`config.mk`:
```
export PLATFORM = sky130hd
export DESIGN_NAME = array_loader_flat
export DESIGN_NICKNAME = d
export VERILOG_FILES = /design/src/rtl/array_loader_if.sv /design/src/rtl/array_loader.sv /design/src/flat_wrapper.sv
export SDC_FILE = /design/constraint.sdc
export NUM_CORES = 1
export LEC_CHECK = 0
export ABC_AREA = 1
export CAP_MARGIN = 0
export CORE_MARGIN = 2
export CORE_UTILIZATION = 53
export DETAILED_ROUTE_END_ITERATION = 12
export PLACE_DENSITY = 0.83
export SYNTH_ARGS = -nofsm -noshare
export SYNTH_HDL_FRONTEND = slang
export SYNTH_SLANG_ARGS = --single-unit
```
`constraint.sdc`:
```
create_clock -name FPGA_CLK_50 -period 2.4 [get_ports FPGA_CLK_50]
set_clock_uncertainty 0.1 [all_clocks]
set_input_delay 0.48 -clock FPGA_CLK_50 [delete_from_list [all_inputs] [get_ports FPGA_CLK_50]]
set_output_delay 0.48 -clock FPGA_CLK_50 [all_outputs]
set_load 0.005 [all_outputs]
```
`src/rtl/array_loader_if.sv`:
```
// array_loader_if: row-word stream into the array loader.
// Source drives valid/data/parity, loader answers with ready.
interface array_loader_if #(
    parameter int COLS = 16
) ();
    logic            IN_VALID;
    logic            IN_READY;
    logic [COLS-1:0] IN_DATA;
    logic            IN_PARITY;

    modport master (
        output IN_VALID,
        output IN_DATA,
        output IN_PARITY,
        input  IN_READY
    );

    modport slave (
        input  IN_VALID,
        input  IN_DATA,
        input  IN_PARITY,
        output IN_READY
    );
endinterface

```
`src/rtl/array_loader.sv`:
```
// array_loader: double-buffered ROWS x COLS frame loader.
// Define ARRAY_LOADER_PARITY_EN to compile in even-parity checking.
module array_loader #(
    parameter int ROWS = 16,
    parameter int COLS = 16
) (
    input  logic                     FPGA_CLK_50,
    input  logic                     RESET_N,
    input  logic                     START,
    input  logic                     ABORT,
    array_loader_if.slave            in_if,
    output logic [ROWS*COLS-1:0]     ARRAY_OUT,
    output logic                     ARRAY_VALID,
    output logic                     BUSY,
    output logic                     ERROR,
    output logic [$clog2(ROWS)-1:0]  ROW_CNT
);
    localparam int CW = $clog2(ROWS);
    localparam logic [CW-1:0] LAST_ROW = CW'(ROWS - 1);

    typedef enum logic [1:0] {
        IDLE   = 2'd0,
        LOAD   = 2'd1,
        COMMIT = 2'd2,
        ERR    = 2'd3
    } state_t;

    state_t                     state_q, state_d;
    logic [CW-1:0]              row_q, row_d;
    logic [ROWS-1:0][COLS-1:0]  shadow_q, shadow_d;
    logic [ROWS*COLS-1:0]       array_q, array_d;
    logic                       valid_q, valid_d;
    logic                       ready_q, ready_d;
    logic                       busy_q, busy_d;
    logic                       error_q, error_d;
    logic                       accept;
    logic                       par_err;

`ifdef ARRAY_LOADER_PARITY_EN
    assign par_err = ^{in_if.IN_DATA, in_if.IN_PARITY};
`else
    logic unused_parity;
    assign unused_parity = in_if.IN_PARITY;
    assign par_err = 1'b0;
`endif

    assign accept = ready_q && in_if.IN_VALID;

    // Next-state, row counter, shadow write and commit decode
    always_comb begin
        state_d  = state_q;
        row_d    = row_q;
        shadow_d = shadow_q;
        array_d  = array_q;
        valid_d  = valid_q;
        unique case (state_q)
            IDLE: begin
                if (START && !ABORT) begin
                    state_d = LOAD;
                    row_d   = '0;
                end
            end
            LOAD: begin
                if (ABORT) begin
                    state_d = IDLE;
                    row_d   = '0;
                end else if (accept && par_err) begin
                    state_d = ERR;
                end else if (accept) begin
                    shadow_d[row_q] = in_if.IN_DATA;
                    if (row_q == LAST_ROW) begin
                        state_d = COMMIT;
                        row_d   = '0;
                    end else begin
                        row_d = row_q + 1'b1;
                    end
                end
            end
            COMMIT: begin
                array_d = shadow_q;
                valid_d = 1'b1;
                state_d = IDLE;
            end
            ERR: begin
                if (START) begin
                    state_d = LOAD;
                    row_d   = '0;
                end
            end
            default: state_d = IDLE;
        endcase
        ready_d = (state_d == LOAD);
        busy_d  = (state_d == LOAD) || (state_d == COMMIT);
        error_d = (state_d == ERR);
    end

    // Control state and registered outputs
    always_ff @(posedge FPGA_CLK_50) begin
        if (!RESET_N) begin
            state_q <= IDLE;
            row_q   <= '0;
            array_q <= '0;
            valid_q <= 1'b0;
            ready_q <= 1'b0;
            busy_q  <= 1'b0;
            error_q <= 1'b0;
        end else begin
            state_q <= state_d;
            row_q   <= row_d;
            array_q <= array_d;
            valid_q <= valid_d;
            ready_q <= ready_d;
            busy_q  <= busy_d;
            error_q <= error_d;
        end
    end

    // Shadow buffer; stale contents are overwritten by every new frame
    always_ff @(posedge FPGA_CLK_50) begin
        shadow_q <= shadow_d;
    end

    assign in_if.IN_READY = ready_q;
    assign ARRAY_OUT      = array_q;
    assign ARRAY_VALID    = valid_q;
    assign BUSY           = busy_q;
    assign ROW_CNT        = row_q;
`ifdef ARRAY_LOADER_PARITY_EN
    assign ERROR = error_q;
`else
    logic unused_error;
    assign unused_error = error_q;
    assign ERROR = 1'b0;
`endif
endmodule

```
`src/flat_wrapper.sv`:
```
// flat-port wrapper written by rule: the top's interface ports become plain ports
module array_loader_flat 
#(
    parameter int ROWS = 16,
    parameter int COLS = 16
)
  (FPGA_CLK_50, RESET_N, START, ABORT, ARRAY_OUT, ARRAY_VALID, BUSY, ERROR, ROW_CNT, in_if_IN_VALID, in_if_IN_DATA, in_if_IN_PARITY, in_if_IN_READY);
  array_loader_if #(.COLS(COLS)) in_if_i ();
  input  logic FPGA_CLK_50;
  input  logic RESET_N;
  input  logic START;
  input  logic ABORT;
  output logic [ROWS*COLS-1:0] ARRAY_OUT;
  output logic ARRAY_VALID;
  output logic BUSY;
  output logic ERROR;
  output logic [$clog2(ROWS)-1:0] ROW_CNT;
  input wire logic [$bits(in_if_i.IN_VALID)-1:0] in_if_IN_VALID;
  input wire logic [$bits(in_if_i.IN_DATA)-1:0] in_if_IN_DATA;
  input wire logic [$bits(in_if_i.IN_PARITY)-1:0] in_if_IN_PARITY;
  output wire logic [$bits(in_if_i.IN_READY)-1:0] in_if_IN_READY;
  assign in_if_i.IN_VALID = in_if_IN_VALID;
  assign in_if_i.IN_DATA = in_if_IN_DATA;
  assign in_if_i.IN_PARITY = in_if_IN_PARITY;
  assign in_if_IN_READY = in_if_i.IN_READY;
  array_loader #(.ROWS(ROWS), .COLS(COLS)) u_core (.FPGA_CLK_50(FPGA_CLK_50), .RESET_N(RESET_N), .START(START), .ABORT(ABORT), .in_if(in_if_i), .ARRAY_OUT(ARRAY_OUT), .ARRAY_VALID(ARRAY_VALID), .BUSY(BUSY), .ERROR(ERROR), .ROW_CNT(ROW_CNT));
endmodule
```
Word-level counts from Yosys, hierarchy flattened

Cells that the tools add are included.

$add $sub $neg: 1
Multiply operators: 0
Div/mod/pow operators: 0
$lt $le $gt $ge: 2
Eq/ne operators: 9
Shift operators: 0
Multiplexer cells: 15
Bitwise operators: 1
Reduce and logical (&&, ||, !) cells: 9

Operators by type and width:

| kind                                                        | number |
|---|---|
| bitwise mux 256 bit                                         | 1 |
| demux 16 bit (select 4 bit)                                 | 1 |
| two-way mux 4 bit                                           | 5 |
| two-way mux 16 bit                                          | 1 |
| one-hot mux 4 bit (3 select lines)                          | 1 |
| two-way mux 2 bit                                           | 5 |
| one-hot mux 2 bit (4 select lines)                          | 1 |
| equality test 2 bit (second input constant)                 | 3 |
| less-than comparator 4 x 5 -> 1 bit (second input constant) | 1 |
| adder 4 x 1 -> 4 bit (second input constant)                | 1 |
| equality test 2 x 1 -> 1 bit (second input constant)        | 2 |
| equality test 4 bit (second input constant)                 | 1 |
| >= comparator 4 x 1 -> 1 bit (second input constant)        | 1 |
| AND reduction 4 bit                                         | 1 |
| logical AND 1 bit                                           | 3 |
| inequality test 3 x 2 -> 1 bit (second input constant)      | 1 |
| AND reduction 3 bit                                         | 1 |
| nonzero test 3 bit                                          | 1 |
| zero test 2 bit                                             | 1 |
| inequality test 2 x 1 -> 1 bit (second input constant)      | 1 |
| inequality test 2 bit (second input constant)               | 1 |
| zero test 1 bit                                             | 1 |
| logical OR 1 bit                                            | 1 |
| NOT 1 bit                                                   | 1 |

Flip-flop bits (word level): 521
Bits in latches: 0
Bits in writable memories: 0
Memory bits (read-only): 0
Input bits: 22
Output and inout bits: 264
Word-level logic and storage cells: 59
Memories kept: 0

Logic depth before layout (Yosys ltp)

Gate-level depths: netlist of the first run.

Word-level depth: 7
Gate-level depth with buffers: 10
Mapped depth without buffers: 10

Worst setup path after synthesis of the first run

No wires, ideal clock.

Kind: input to register
Start: input ABORT
End: register u_core.shadow_q[0] (netlist name), enable pin
Library setup time: 388 ps
Arrival time: 1,593 ps
Data required time: 1,912 ps
Setup slack: 318 ps
Stages on the path: 5
Buffers on the path: 0
Cells stage by stage: inv_1 > nand2_2 > nor2_4 > nand2_1 > nor2_1

Longest elaborated chain between the ends: 2

Ends and longest elaborated chain:

| item                          | line                | text |
|---|---|---|
| from (decl)                   | flat_wrapper.sv:12  | `input logic ABORT;` |
| NOT 1 bit (no line)           | -                   |  |
| AND reduction 3 bit (no line) | -                   |  |
| to (signal assigned)          | array_loader.sv:120 | `shadow_q <= shadow_d;` |
| to (decl)                     | array_loader.sv:30  | `logic [ROWS-1:0][COLS-1:0] shadow_q, shadow_d;` |

No other way between the ends.
A chain may end at the register's enable or synchronous reset.

Worst setup path after layout of the first run

Start: register u_core.row_q[0], in the netlist u_core.ROW_CNT[0]
End: output ROW_CNT[0]

RTL lines:

| item                   | line                | text |
|---|---|---|
| from (decl)            | array_loader.sv:29  | `logic [CW-1:0] row_q, row_d;` |
| from (signal assigned) | array_loader.sv:109 | `row_q <= row_d;` |
| to (decl)              | flat_wrapper.sv:17  | `output logic [$clog2(ROWS)-1:0] ROW_CNT;` |

No word-level cell between the ends.

==> results of run 1 <==
-- cell families after synthesis --
group | Yosys count
AO/OA/AOI/OAI | 263
adder cells (fa/ha/maj) | 5
buffers and inverters | 103
flip-flops | 521
other | 1
AND/OR/NAND/NOR | 577
-- path summary, 6_finish.rpt --
path / start / to / cells past startpoint
max: u_core.ROW_CNT[0]$_SDFFE_PN0P_ / ROW_CNT[0] / 1
min reg2reg: u_core.shadow_q[70]$_DFFE_PP_ / u_core.ARRAY_OUT[70]$_SDFFE_PN0N_ / 2
min: RESET_N / u_core.in_if.IN_READY$_SDFF_PN0_ / 3
max reg2reg: u_core.state_q[1]$_SDFF_PN0_ / u_core.ARRAY_OUT[87]$_SDFFE_PN0N_ / 5
-- layer usage --
metal  share of wire, %  global-route usage (%)  wire, um
met5                  0                       0         0
met4                4.2                    11.1      1850
met3                7.6                    3.65      3320
met2                 48                    42.5     21100
met1                 40                    33.4     17500
-- worst register-to-register path: stages, from the launching register on --
cell,delay [ns]
dfxtp_1,0.42
inv_2,0.08
nor2_4,0.18
buf_12,0.70
o21ai_0,0.37
nor2_1,0.18
-- power groups by stage --
stage / Combinational [W] / Sequential (W) / Clock (W)
after floorplan: 0.0000900 / 0.00953 / 0
after global placement: 0.000321 / 0.00952 / 0
after detailed placement: 0.000329 / 0.00953 / 0
after CTS: 0.000333 / 0.00933 / 0.00778
after global routing: 0.000351 / 0.00933 / 0.00815
final: 0.000337 / 0.00933 / 0.00772
-- sequential cells by signal (all words and copies together), names as in the netlist --
name,count
u_core.ARRAY_OUT,256
u_core.shadow_q,256
u_core.ROW_CNT,4
u_core.state_q,2
u_core.ARRAY_VALID,1
u_core.BUSY,1
u_core.in_if.IN_READY,1
-- Yosys cell counts, drive strengths merged --
cell type and number:
a21o 1, a21oi 3, buf 57, clkbuf 29
conb 1, dfxtp 265, edfxtp 256, ha 5
inv 17, nand2 25, nand3 4, nand4 4
nor2 543, nor3b 1, o21ai 259
-- stage by stage --
stage	cells	hold WS, ns	instance area, sq um	setup slack (ns)	utilization [%]
detailed placement	2120	0.358	20500	0.0341	64.6
global route	2209	0.315	22100	0.131	69.6
finish	2209	0.301	22100	0.188	69.6
global placement	2120	0.350	20500	0.0120	64.6
floorplan	1470	0.347	17200	0.318	-
CTS	2209	0.287	22100	0.175	69.6
-- area by class of cell --
cell class	instances	share of cell area, %
flip-flops and latches	521	58.8
clock buffers	75	6.41
inverters	17	0.323
clock inverters	14	0.861
multi-input cells	846	16.3
well taps	402	2.28
repair buffers	334	15.0
==> run metrics, run 1 <==
status finished, final reports clean; Top Family by Delay on Critical Path buffers and inverters; Synth Area in Compound Gates 7.67%; sequential share of the synthesized area 75.6%; Area Overhead vs Synth 28.5%; antenna violations before repair 0; die area 33900 sq um; crit path capture type output port; I/O Pins 286; share of cells above drive strength 1 7.08%; leakage 8.45 nW; GP Congestion 0.835; PostCTS Resize Cnt 0; slowest CP cell clkdlybuf4s50_1; crit path buf inv count 1; Hold Crit Class primary input to register; Vias 12000; first-pass GRT wire length 65.7 mm; GR Overflow Total 0; CP cell instances clkdlybuf4s50_1; sum of negative setup slack 0 ns; CTS buffer count 49; Critical Path AT 1.63 ns; H-tree Lvls 2; Yosys warning total 0; Net Sw Power 0.00338 W; total track usage 25.5%; routed len/inst 19.8 um; adder-cell share of the synthesized area 0.364%; final net count 1796; Synth Area per Inst 11.7 sq um; Max VDD drop 0.000571 V; Synth cell types 24; Pint 0.0140 W; clk slew on worst S/H paths 0.06 ns; DR pass1 iterations 5; sequential share of power 53.7%; IO buf count 283; register area 13000 sq um; min cycle time layout 2.21 ns; worst skew pair latency 0.53 ns; area share of the largest cell type after synthesis 44.7%; Final setup viols 0; # Post-CTS Setup Buffers 0; crit-path max cell delay 0.63 ns; P per Cell Area 787 nW/um^2; period utilisation layout 92.2%; worst setup path class register to output port; largest net degree at the start of global routing 258; Clk pwr share 44.4%; Worst slew margin 36.4%; DP HPWL 25.8 mm; post-route ant nets 0; Chip Width 184 um; Synth Instances 1470; mapped cell area 17200 sq um; FP Rows 65; Fmax 452 MHz; total power 0.0174 W; Iter 0 DRT Violations 1241; Hold Vio Cnt, Final 0; most frequent cells in the layout 539 x nor2_1, 282 x clkdlybuf4s50_1, 265 x dfxtp_1; Net Count, Synth 1497; post-synthesis xor/xnor area fraction 0%; Comb pwr share 1.9%; Root Buffer Master clkbuf_16; RSZ-0062 raised after global routing false; most common cell after layout, fill and taps aside nor2_1; Final Max Tran Viols 0; Setup crit start kind register; chip height 184 um; Yosys reg bits 521; CTS max path bufs 3; Max Cap Viol 0; Layout fillers 2147; drc violations 0; worst-path fanout max 6; TritonCTS clock tree done; worst slew pin tran 0.954 ns; setup slack, reg-to-reg 0.30 ns; largest family of logic cells by synthesized area simple AND/OR/NAND/NOR gates; area of the multi-input gates 3600 sq um; multiplexer share of the synthesized area 0%; WP data required 1.82 ns; core area 31700 sq um; top cells by area, synth edfxtp_1 45%, dfxtp_1 31%, nor2_1 12%, o21ai_0 7.3%, buf_6 1.4%; simple-gate portion of the synthesized area 12.9%; leading area contributor after synthesis edfxtp_1; number of global-route vias before repair 11800; CTS Sinks 521; Initial Util 54.2%; cts hold-fix bufs 0; routed wire length 43.8 mm; vias per inst 5.43; Ant. Diodes 0; Switching Share 19.4%
No activity file was read; power rests on OpenSTA's default activity.
==> inputs of run 2 (changes only) <==
--- a/config.mk
+++ b/config.mk
@@ -10,7 +10,7 @@
 export CORE_MARGIN = 2
 export CORE_UTILIZATION = 53
 export DETAILED_ROUTE_END_ITERATION = 12
-export PLACE_DENSITY = 0.83
+export PLACE_DENSITY = 0.85
 export SYNTH_ARGS = -nofsm -noshare
 export SYNTH_HDL_FRONTEND = slang
 export SYNTH_SLANG_ARGS = --single-unit
==> run 2 against run 1 <==
Compared with the run above: count of clock-buffer cells in the layout shrank 8; final cell count about the same; sequential cell count unchanged; critical path type unchanged; highest routed layer unchanged.
==> run metrics, run 2 (same netlist as run 1, synthesis figures left out) <==
status finished, final reports clean (unchanged); worst slew pin tran 0.753 ns (was 0.954 ns); Worst slew margin 49.8% (was 36.4%); post-layout util 69.8% (was 69.6%); Root Buffer Master clkbuf_16 (unchanged); crit path capture type output port (unchanged); worst-path fanout max 7 (was 6); Critical R2R Launch u_core.state_q[0]$_SDFF_PN0_ (was u_core.state_q[1]$_SDFF_PN0_); WP data required 1.82 ns (about the same); Initial Util 54.2% (unchanged); slowest CP cell clkdlybuf4s50_1 (unchanged); crit path buf inv count 1 (unchanged); clk slew on worst S/H paths 0.06 ns (about the same); CTS max path bufs 3 (unchanged); DR top layer met4 (unchanged); H-tree Lvls 2 (unchanged); period utilisation layout 90.0% (was 92.2%); largest net degree at the start of global routing 181 (was 258); Max Cap Viol 0 (unchanged); Max VDD drop 0.000588 V (was 0.000571 V); register area 13000 sq um (unchanged); routed wire length 44.3 mm (was 43.8 mm); GR Overflow Total 0 (unchanged); Area Overhead vs Synth 28.8% (was 28.5%); Vias 12000 (about the same); most common cell after layout, fill and taps aside nor2_1 (unchanged); routed len/inst 20.0 um (was 19.8 um); Final setup viols 0 (unchanged); total track usage 25.8% (was 25.5%); RSZ-0062 raised after global routing false (unchanged); most frequent cells in the layout 538 x nor2_1, 282 x clkdlybuf4s50_1, 265 x dfxtp_1 (was 539 x nor2_1, 282 x clkdlybuf4s50_1, 265 x dfxtp_1); IO buf count 283 (unchanged); Top Family by Delay on Critical Path buffers and inverters (unchanged); PostCTS Resize Cnt 0 (unchanged); Hold Vio Cnt, Final 0 (unchanged); Setup crit start kind register (unchanged); CTS buffer count 49 (unchanged); crit-path max cell delay 0.59 ns (was 0.63 ns); area of the multi-input gates 3600 sq um (about the same); Layout fillers 2078 (was 2147); Fmax 463 MHz (was 452 MHz); post-route ant nets 0 (unchanged); Final Max Tran Viols 0 (unchanged); CP cell instances clkdlybuf4s50_1 (unchanged); share of cells above drive strength 1 7.47% (was 7.08%); drc violations 0 (unchanged); vias per inst 5.45 (was 5.43); M1 wire length 17.7 mm (was 17.5 mm); setup slack, reg-to-reg 0.31 ns (was 0.30 ns); die area 33900 sq um (unchanged); Hold Crit Class primary input to register (unchanged); GP Congestion 0.921 (was 0.835); number of global-route vias before repair 11600 (was 11800); Chip Width 184 um (unchanged); DR pass1 iterations 5 (unchanged); worst skew pair latency 0.54 ns (was 0.53 ns); core area 31700 sq um (unchanged); Min Hold Slack 0.219 ns (was 0.301 ns); I/O Pins 286 (unchanged); met2 WL post-DR 21.4 mm (was 21.1 mm); leakage 8.48 nW (was 8.45 nW); hold_sp RESET_N (unchanged); CTS Sinks 521 (unchanged); Critical Path AT 1.58 ns (was 1.63 ns); worst setup path class register to output port (unchanged); P per Cell Area 793 nW/um^2 (was 787 nW/um^2); first-pass GRT wire length 66.1 mm (was 65.7 mm); chip height 184 um (unchanged); # Post-CTS Setup Buffers 0 (unchanged); TritonCTS clock tree done (unchanged); FP Rows 65 (unchanged); min cycle time layout 2.16 ns (was 2.21 ns); DP HPWL 25.8 mm (about the same); Routed met3 length 3.66 mm (was 3.32 mm); cts hold-fix bufs 0 (unchanged); Iter 0 DRT Violations 1352 (was 1241); Crit. Startpoint u_core.ROW_CNT[2]$_SDFFE_PN0P_ (was u_core.ROW_CNT[0]$_SDFFE_PN0P_); final net count 1796 (unchanged); antenna violations before repair 0 (unchanged)
-- run 2: cell count changes in the layout (fill, tap and decap cells not counted), sizes merged --
cell    before  now
diode        0    1
clkinv       9   15
bufinv       5    7
clkbuf      75   67
-- run 2: layout make-up --
type	instances	area share, %
Inverter	17	0.322
Multi-Input combinational cell	846	16.3
Timing Repair Buffer	334	15.0
Clock buffer	67	6.15
Sequential cell	521	58.7
Antenna cell	1	0.0113
Clock inverter	22	1.29
Tap cell	402	2.27
-- run 2: routing by layer --
metal / up-vias / track usage (%)
met5: - / 0
li1: 5520 / -
met3: 105 / 4.87
met2: 586 / 43.3
met4: 0 / 8.77
met1: 5829 / 33.7
-- run 2: power breakdown --
part	internal [W]	switching (W)	total, W
clock	0.00472	0.00316	0.00789
sequential	0.00932	0.00000898	0.00933
combinational	0.0000933	0.000240	0.000333
-- run 2: path summary, 6_finish.rpt --
check / to / cells past startpoint
hold reg to reg: u_core.ARRAY_OUT[40]$_SDFFE_PN0N_ / 2
setup / recovery: ROW_CNT[2] / 1
setup reg to reg: u_core.shadow_q[111]$_DFFE_PP_ / 8
hold / removal: u_core.ARRAY_OUT[237]$_SDFFE_PN0N_ / 3
-- run 2: stage by stage --
step / setup TNS (ns) / power [W] / cell area (sq um) / instances / worst slack, ns
floorplan: 0 / 0.00962 / 17200 / 1470 / 0.318
global placement: -0.0374 / 0.00984 / 20500 / 2120 / -0.00271
detailed placement: -0.758 / 0.00985 / 20500 / 2120 / -0.0479
CTS: 0 / 0.0176 / 22100 / 2209 / 0.223
global route: 0 / 0.0180 / 22100 / 2209 / 0.170
finish: 0 / 0.0175 / 22100 / 2210 / 0.240
